### config.mk
export PLATFORM = sky130hd
export DESIGN_NAME = univ_shift_reg
export DESIGN_NICKNAME = d
export VERILOG_FILES = /design/src/rtl/univ_shift_pkg.sv /design/src/rtl/univ_shift_cnt.sv /design/src/rtl/univ_shift_reg.sv
export SDC_FILE = /design/constraint.sdc
export NUM_CORES = 1
export LEC_CHECK = 0
export ABC_AREA = 1
export CORE_UTILIZATION = 45
export CTS_BUF_LIST = sky130_fd_sc_hd__clkbuf_2
export CTS_CLUSTER_DIAMETER = 50
export DETAILED_ROUTE_END_ITERATION = 8
export PLACE_DENSITY = 0.84
export SYNTH_ARGS = -nofsm -noshare
export SYNTH_HDL_FRONTEND = slang
export SYNTH_SLANG_ARGS = --single-unit
### constraint.sdc
create_clock -name clk -period 1.5 [get_ports clk]
set_clock_uncertainty 0.15 [all_clocks]
set_input_delay 0.3 -clock clk [delete_from_list [all_inputs] [get_ports clk]]
set_output_delay 0.3 -clock clk [all_outputs]
set_load 0.02 [all_outputs]
### src/rtl/univ_shift_pkg.sv
// Shared mode encoding and helpers for the universal shift register.
package univ_shift_pkg;

   typedef enum logic [2:0] {
      MODE_HOLD = 3'd0,
      MODE_SHL  = 3'd1,
      MODE_SHR  = 3'd2,
      MODE_ROL  = 3'd3,
      MODE_ROR  = 3'd4,
      MODE_ASR  = 3'd5,
      MODE_LOAD = 3'd6,
      MODE_CLR  = 3'd7
   } shift_mode_t;

   // Modes 1..5 move bits and advance the word counter.
   function automatic logic is_shift(input logic [2:0] mode);
      return (mode >= 3'd1) && (mode <= 3'd5);
   endfunction

endpackage

### src/rtl/univ_shift_cnt.sv
// Modulo-WIDTH shift counter with a registered one-cycle word_done pulse on wrap.
module univ_shift_cnt #(
   parameter int WIDTH = 8,
   parameter int CW    = $clog2(WIDTH + 1)
) (
   input  logic          clk,
   input  logic          rstn,
   input  logic          inc,
   input  logic          clr,
   output logic [CW-1:0] cnt,
   output logic          word_done
);

   logic [CW-1:0] cnt_reg;
   logic [CW-1:0] cnt_next;
   logic          done_reg;
   logic          done_next;

   always_comb begin
      cnt_next  = cnt_reg;
      done_next = 1'b0;
      if (clr) begin
         cnt_next = '0;
      end else if (inc) begin
         if (cnt_reg == CW'(WIDTH - 1)) begin
            cnt_next  = '0;
            done_next = 1'b1;
         end else begin
            cnt_next = cnt_reg + CW'(1);
         end
      end
   end

   always_ff @(posedge clk) begin
      if (!rstn) begin
         cnt_reg  <= '0;
         done_reg <= 1'b0;
      end else begin
         cnt_reg  <= cnt_next;
         done_reg <= done_next;
      end
   end

   assign cnt       = cnt_reg;
   assign word_done = done_reg;

endmodule

### src/rtl/univ_shift_reg.sv
// Universal shift register: shift/rotate/ASR/load/clear with serial out and word counter.
// Define UNIV_SHIFT_PARITY_EN to add the parity and parity_word outputs.
module univ_shift_reg
   import univ_shift_pkg::*;
#(
   parameter int               WIDTH   = 8,
   parameter logic [WIDTH-1:0] RST_VAL = '0
) (
   input  logic                         clk,
   input  logic                         rstn,
   input  logic                         en,
   input  logic [2:0]                   mode,
   input  logic                         sin,
   input  logic [WIDTH-1:0]             pin,
   output logic [WIDTH-1:0]             out,
   output logic                         sout,
   output logic [$clog2(WIDTH+1)-1:0]   cnt,
   output logic                         word_done
`ifdef UNIV_SHIFT_PARITY_EN
   ,
   output logic                         parity,
   output logic                         parity_word
`endif
);

   localparam int CW = $clog2(WIDTH + 1);

   logic [WIDTH-1:0] out_reg;
   logic [WIDTH-1:0] out_next;
   logic             sout_reg;
   logic             sout_next;
   logic             inc;
   logic             clr;

   always_comb begin
      out_next  = out_reg;
      sout_next = sout_reg;
      if (en) begin
         case (shift_mode_t'(mode))
            MODE_SHL: begin
               out_next  = {out_reg[WIDTH-2:0], sin};
               sout_next = out_reg[WIDTH-1];
            end
            MODE_SHR: begin
               out_next  = {sin, out_reg[WIDTH-1:1]};
               sout_next = out_reg[0];
            end
            MODE_ROL: begin
               out_next  = {out_reg[WIDTH-2:0], out_reg[WIDTH-1]};
               sout_next = out_reg[WIDTH-1];
            end
            MODE_ROR: begin
               out_next  = {out_reg[0], out_reg[WIDTH-1:1]};
               sout_next = out_reg[0];
            end
            MODE_ASR: begin
               out_next  = {out_reg[WIDTH-1], out_reg[WIDTH-1:1]};
               sout_next = out_reg[0];
            end
            MODE_LOAD: out_next = pin;
            MODE_CLR:  out_next = '0;
            default:   ;
         endcase
      end
   end

   always_ff @(posedge clk) begin
      if (!rstn) begin
         out_reg  <= RST_VAL;
         sout_reg <= 1'b0;
      end else begin
         out_reg  <= out_next;
         sout_reg <= sout_next;
      end
   end

   assign inc = en && is_shift(mode);
   assign clr = en && ((mode == MODE_LOAD) || (mode == MODE_CLR));

   univ_shift_cnt #(
      .WIDTH (WIDTH),
      .CW    (CW)
   ) u_cnt (
      .clk       (clk),
      .rstn      (rstn),
      .inc       (inc),
      .clr       (clr),
      .cnt       (cnt),
      .word_done (word_done)
   );

   assign out  = out_reg;
   assign sout = sout_reg;

`ifdef UNIV_SHIFT_PARITY_EN
   logic parity_word_reg;
   logic wrap;

   // Capture on the same edge that raises word_done, so parity_word matches the completed word.
   assign wrap = inc && (cnt == CW'(WIDTH - 1));

   always_ff @(posedge clk) begin
      if (!rstn) begin
         parity_word_reg <= 1'b0;
      end else if (wrap) begin
         parity_word_reg <= ^out_next;
      end
   end

   assign parity      = ^out_reg;
   assign parity_word = parity_word_reg;
`endif

endmodule

### Yosys cells after proc, flatten, opt, wreduce, memory -nomap -nowiden

Cells that the tools add are included.

* bits of input ports: 15
* flip-flop bits (word level): 14
* word-level logic and storage cells: 37
* output and inout bits: 14

* $add $sub $neg: 1
* reduce and logical (&&, ||, !) cells: 14
* multiplexer cells: 4
* $lt $le $gt $ge: 2
* equal/unequal tests: 8
* bitwise logic cells: 3

Operators by type and width (number)
* 8-bit one-hot mux with 7 select lines: 1
* 3-bit equality test (second input constant): 4
* 7-bit nonzero test: 1
* 3-bit by 2-bit equality test with 1-bit output (second input constant): 2
* 6-bit nonzero test: 1
* 3-bit OR reduction: 2
* 4-bit by 1-bit adder with 4-bit output (second input constant): 1
* 4-bit by 3-bit equality test with 1-bit output (second input constant): 1
* 4-bit two-way mux: 1
* 2-bit AND reduction: 2
* 2-bit OR reduction: 2
* 3-bit by 1-bit equality test with 1-bit output (second input constant): 1
* 3-bit by 1-bit >= comparator with 1-bit output (second input constant): 1
* 3-bit less-or-equal comparator (second input constant): 1
* 1-bit logical AND: 3
* 1-bit NOT: 3
* 3-bit AND reduction: 1
* 1-bit one-hot mux with 2 select lines: 1
* 2-bit nonzero test: 1
* 1-bit logical OR: 1
* 1-bit two-way mux: 1

### Logic depth before layout (Yosys ltp)

* depth after elaboration: 5
* mapped depth: 9
* depth with buffers taken out: 8

### Cells and area by module

From an unflattened synthesis, not the netlist that was laid out.

* cell total of the unflattened synthesis: 112
* area, all modules: 788.3 sq um

Modules (own cells, without submodules)
* univ_shift_reg: seq. area each 180.2 sq um, times used 1, cells each 83, area each 561.8 sq um
* univ_shift_cnt: seq. area each 100.1 sq um, times used 1, cells each 29, area each 226.5 sq um

### Worst setup path after synthesis

OpenSTA, ideal clock, no wires.

* path type: register to register
* start: register u_cnt.cnt_reg[1] (netlist: u_cnt.cnt[1])
* end: register u_cnt.cnt_reg[0] (netlist: u_cnt.cnt[0])
* setup slack: 250 ps
* data required time: 1234 ps
* setup time: 116 ps
* buffers on the path: 0
* clock period less this slack: 1250 ps
* arrival time: 985 ps
* stages on the path, launching flop included: 5
* path through: dfxtp_1 -> ha_1 -> nand3_1 -> o21ai_2 -> nor2_1

* cells in the longest elaborated chain, start to end: 2

Ends and longest elaborated chain
* start, declared: RTL line univ_shift_cnt.sv:14 `logic [CW-1:0] cnt_reg;`
* start signal, assigned: RTL line univ_shift_cnt.sv:39 `cnt_reg <= cnt_next;`
* 4-bit by 3-bit equality test with 1-bit output: RTL line univ_shift_cnt.sv:25 `if (cnt_reg == CW'(WIDTH - 1)) begin`
* 4-bit two-way mux: RTL line univ_shift_cnt.sv:25

No other way between the ends.
A chain may end at the register's enable or synchronous reset.

### Worst setup path after layout

* start: register out_reg[2] (netlist: out[2])
* end: output port out[2]

RTL lines
* start, declared: RTL line univ_shift_reg.sv:28 `logic [WIDTH-1:0] out_reg;`
* start signal, assigned: RTL line univ_shift_reg.sv:72 `out_reg <= out_next;`
* end, declared: RTL line univ_shift_reg.sv:15 `output logic [WIDTH-1:0] out,`

No word-level cell between the ends.

==> impl_metrics.ini <==
[timing]
final_max_slew_viol_count = 0
max_clock_freq_mhz = 696.7
holdWs_ns = 0.4117
rsz0062_at_grt = false
finalHoldViolCount = 0
worst_pin_slew_ns = 0.2214
relSlewSlack = 0.8521
finalSetupViolCount = 0
layout_worst_path_cycle_share = 0.9569
period_needed_ns = 1.435

[global_route]
overflow = 0
grt_pass1_vias = 865
gr-usage-met1 = 0.3035
antenna_found_initial = 0
grt_max_degree = 11
grt_pass1_wl_mm = 3.532
grt_use_met3 = 0.04898
use_met2 = 0.4059
track_usage = 0.2443
globalRoute.busiestLayer = met2

[clock_tree]
htree_num_levels = 1
clock-root-buffer = clkbuf_2
cts.sinks = 14
cts_tree = built
cts.path.max_buffers = 2
hold_buffers = 0
path_clk_slew_ns = 0.14
worstSkewPairLatency_ns = 0.29
cts_buffers = 3

[critical_path]
crit_type = reg2out
cp.required_ns = 1.05
reg2reg_depth = 4
worstPathMaxFanout = 3
critPathLaunch = out[2]
critPathTopFamily = flip-flops
crit_cells = 1
start_kind = flop
crit_path_cell_trace = clkdlybuf4s15_1
r2r-start = u_cnt.cnt[1]
critPathMaxStageDelay_ns = 0.39
slowest_stage = dfxtp_1
end_kind = primary output
worstPathArrival_ns = 0.99
worst-path-buf-inv = 1

[finish]
final_core_util = 0.7114
nets = 182
antenna_cells = 0
fill_cells = 154
drive_above_1_share = 0.2000
largest_register_ffs = 8
stdcell_count = 190
area_delta_synth_final_pct = 48.70

[die]
start_util = 0.4784
coreArea_sq_um = 1708
die-width_um = 44.61
die-area_sq_um = 1990
die-height_um = 44.61
io_pins = 29
rows = 15

[drt]
first_pass_iters = 5
routedWlPerCell_um = 11.94
drtIter0Drc = 19
drtAntennaViolNets = 0
vias = 962
wl_mm = 2.269
drcViolationCount = 0
via_per_inst = 5.063

[placed_design]
place_inst = 185
place_congestion = 0.9692
port_buffers = 28
dp_hpwl_mm = 1.703

[synth]
syn_inst = 121
yosys_warnings = 0
syn_avg_cell_area_sq_um = 6.752
ys_top_cells_by_area = dfxtp_1, o21ai_0, nor2_1
synth_commonest_cells = nor2_1, o21ai_0, nand2_1, dfxtp_1, inv_1
synth-seq-cells = 14
yosys.area.top_type = dfxtp_1
synth_top_area_share = 0.3430
synth_edf_count = 0
synth-main-ff-cell = dfxtp_1
synthesis.nets = 137
netlist_area_sq_um = 817.0
ys_seq_area_frac = 0.3430
synth_cell_types = 21
async_flop_share = 0

[job]
drv_cap = 0

[power]
p_per_area_nw_per_um2 = 713.1
p_leak_nw = 0.5795
max-vdd-ir-drop_v = 0.0006015

[status]
status = completed

[min_path]
worstHoldStart = sout
hold_depth = 2
timing.hold.worst.class = reg2reg
per-layer routing:
layer  part of all wire  up-vias
met3              0.050        4
met4              0.013        0
met2               0.48       36
met1               0.46      441
met5                  0        -
li1                   -      481
logic make-up after synthesis:
group,count (synthesis),synth area share
AOI/OAI and AO/OA,30,0.1930
xor gates and xnor gates,2,0.02144
adders and majority gates,1,0.01531
buffers and inverters,19,0.09647
DFF,14,0.3430
and+or+nand+nor,55,0.3308
placed cells by master, fill, tap and decap left out:
| master | netlist | routed |
|---|---|---|
| nor2_1 | 19 | 19 |
| dlymetal6s2s_1 | 0 | 2 |
| inv_1 | 14 | 14 |
| inv_2 | 4 | 4 |
| o21ai_1 | 2 | 6 |
| clkdlybuf4s15_1 | 0 | 3 |
| nor2_8 | 1 | 1 |
| xor2_1 | 2 | 2 |
| dlygate4sd2_1 | 0 | 7 |
| nand4_1 | 1 | 1 |
| clkbuf_2 | 0 | 7 |
| nand2_4 | 2 | 3 |
| dfxtp_1 | 14 | 14 |
| o21ai_2 | 1 | 1 |
| nand3_1 | 7 | 7 |
| a31oi_1 | 2 | 2 |
| nand2_1 | 17 | 17 |
| clkdlybuf4s50_1 | 0 | 12 |
| a21oi_1 | 5 | 5 |
| nand2_2 | 4 | 3 |
| o22ai_1 | 1 | 1 |
| buf_4 | 0 | 13 |
| nor2_4 | 1 | 1 |
| nor3_1 | 3 | 3 |
| ha_1 | 1 | 1 |
| o21ai_0 | 19 | 15 |
| clkinv_1 | 0 | 1 |
per-stage QoR:
stage               TNS, ns  power, mW  area, sq um  worst slack (ns)
floorplan                 0     0.5599        817.0            0.2495
global placement     -3.342     0.6900         1207           -0.2868
detailed placement   -3.756     0.6970         1207           -0.3044
CTS                       0     0.8669         1209          0.004963
global route              0     0.9133         1215          0.002811
finish                    0     0.8664         1215           0.06466
layout make-up:
type / instances / area, sq um / area share
clock buffers: 3 / 15.01 / 0.01236
clock inverters: 1 / 3.754 / 0.003090
inverters: 18 / 67.56 / 0.05561
multi-input cells: 88 / 462.9 / 0.3810
flip-flops and latches: 14 / 280.3 / 0.2307
well taps: 25 / 31.28 / 0.02575
repair buffers: 41 / 354.1 / 0.2915
final timing paths:
check	end	slack, ns
setup / recovery	out[2]	0.06
hold / removal	sout	0.41
setup reg to reg	u_cnt.cnt[3]	0.32
hold reg to reg	sout	0.41
where the power goes:
| group | internal (mW) | switching [mW] | leakage, nW | total, mW |
|---|---|---|---|---|
| Clock | 0.0579 | 0.128 | 0.0140 | 0.186 |
| Combinational | 0.118 | 0.151 | 0.450 | 0.269 |
| Sequential | 0.395 | 0.0159 | 0.115 | 0.411 |
timing repair:
| item | CTS | global route |
|---|---|---|
| setup endpoints to repair | 14 | 20 |
| buffers inserted | 0 | 1 |
| resized for setup | 14 | 18 |
| pin swaps | 0 | 1 |
(Power assumes the default switching activity.)
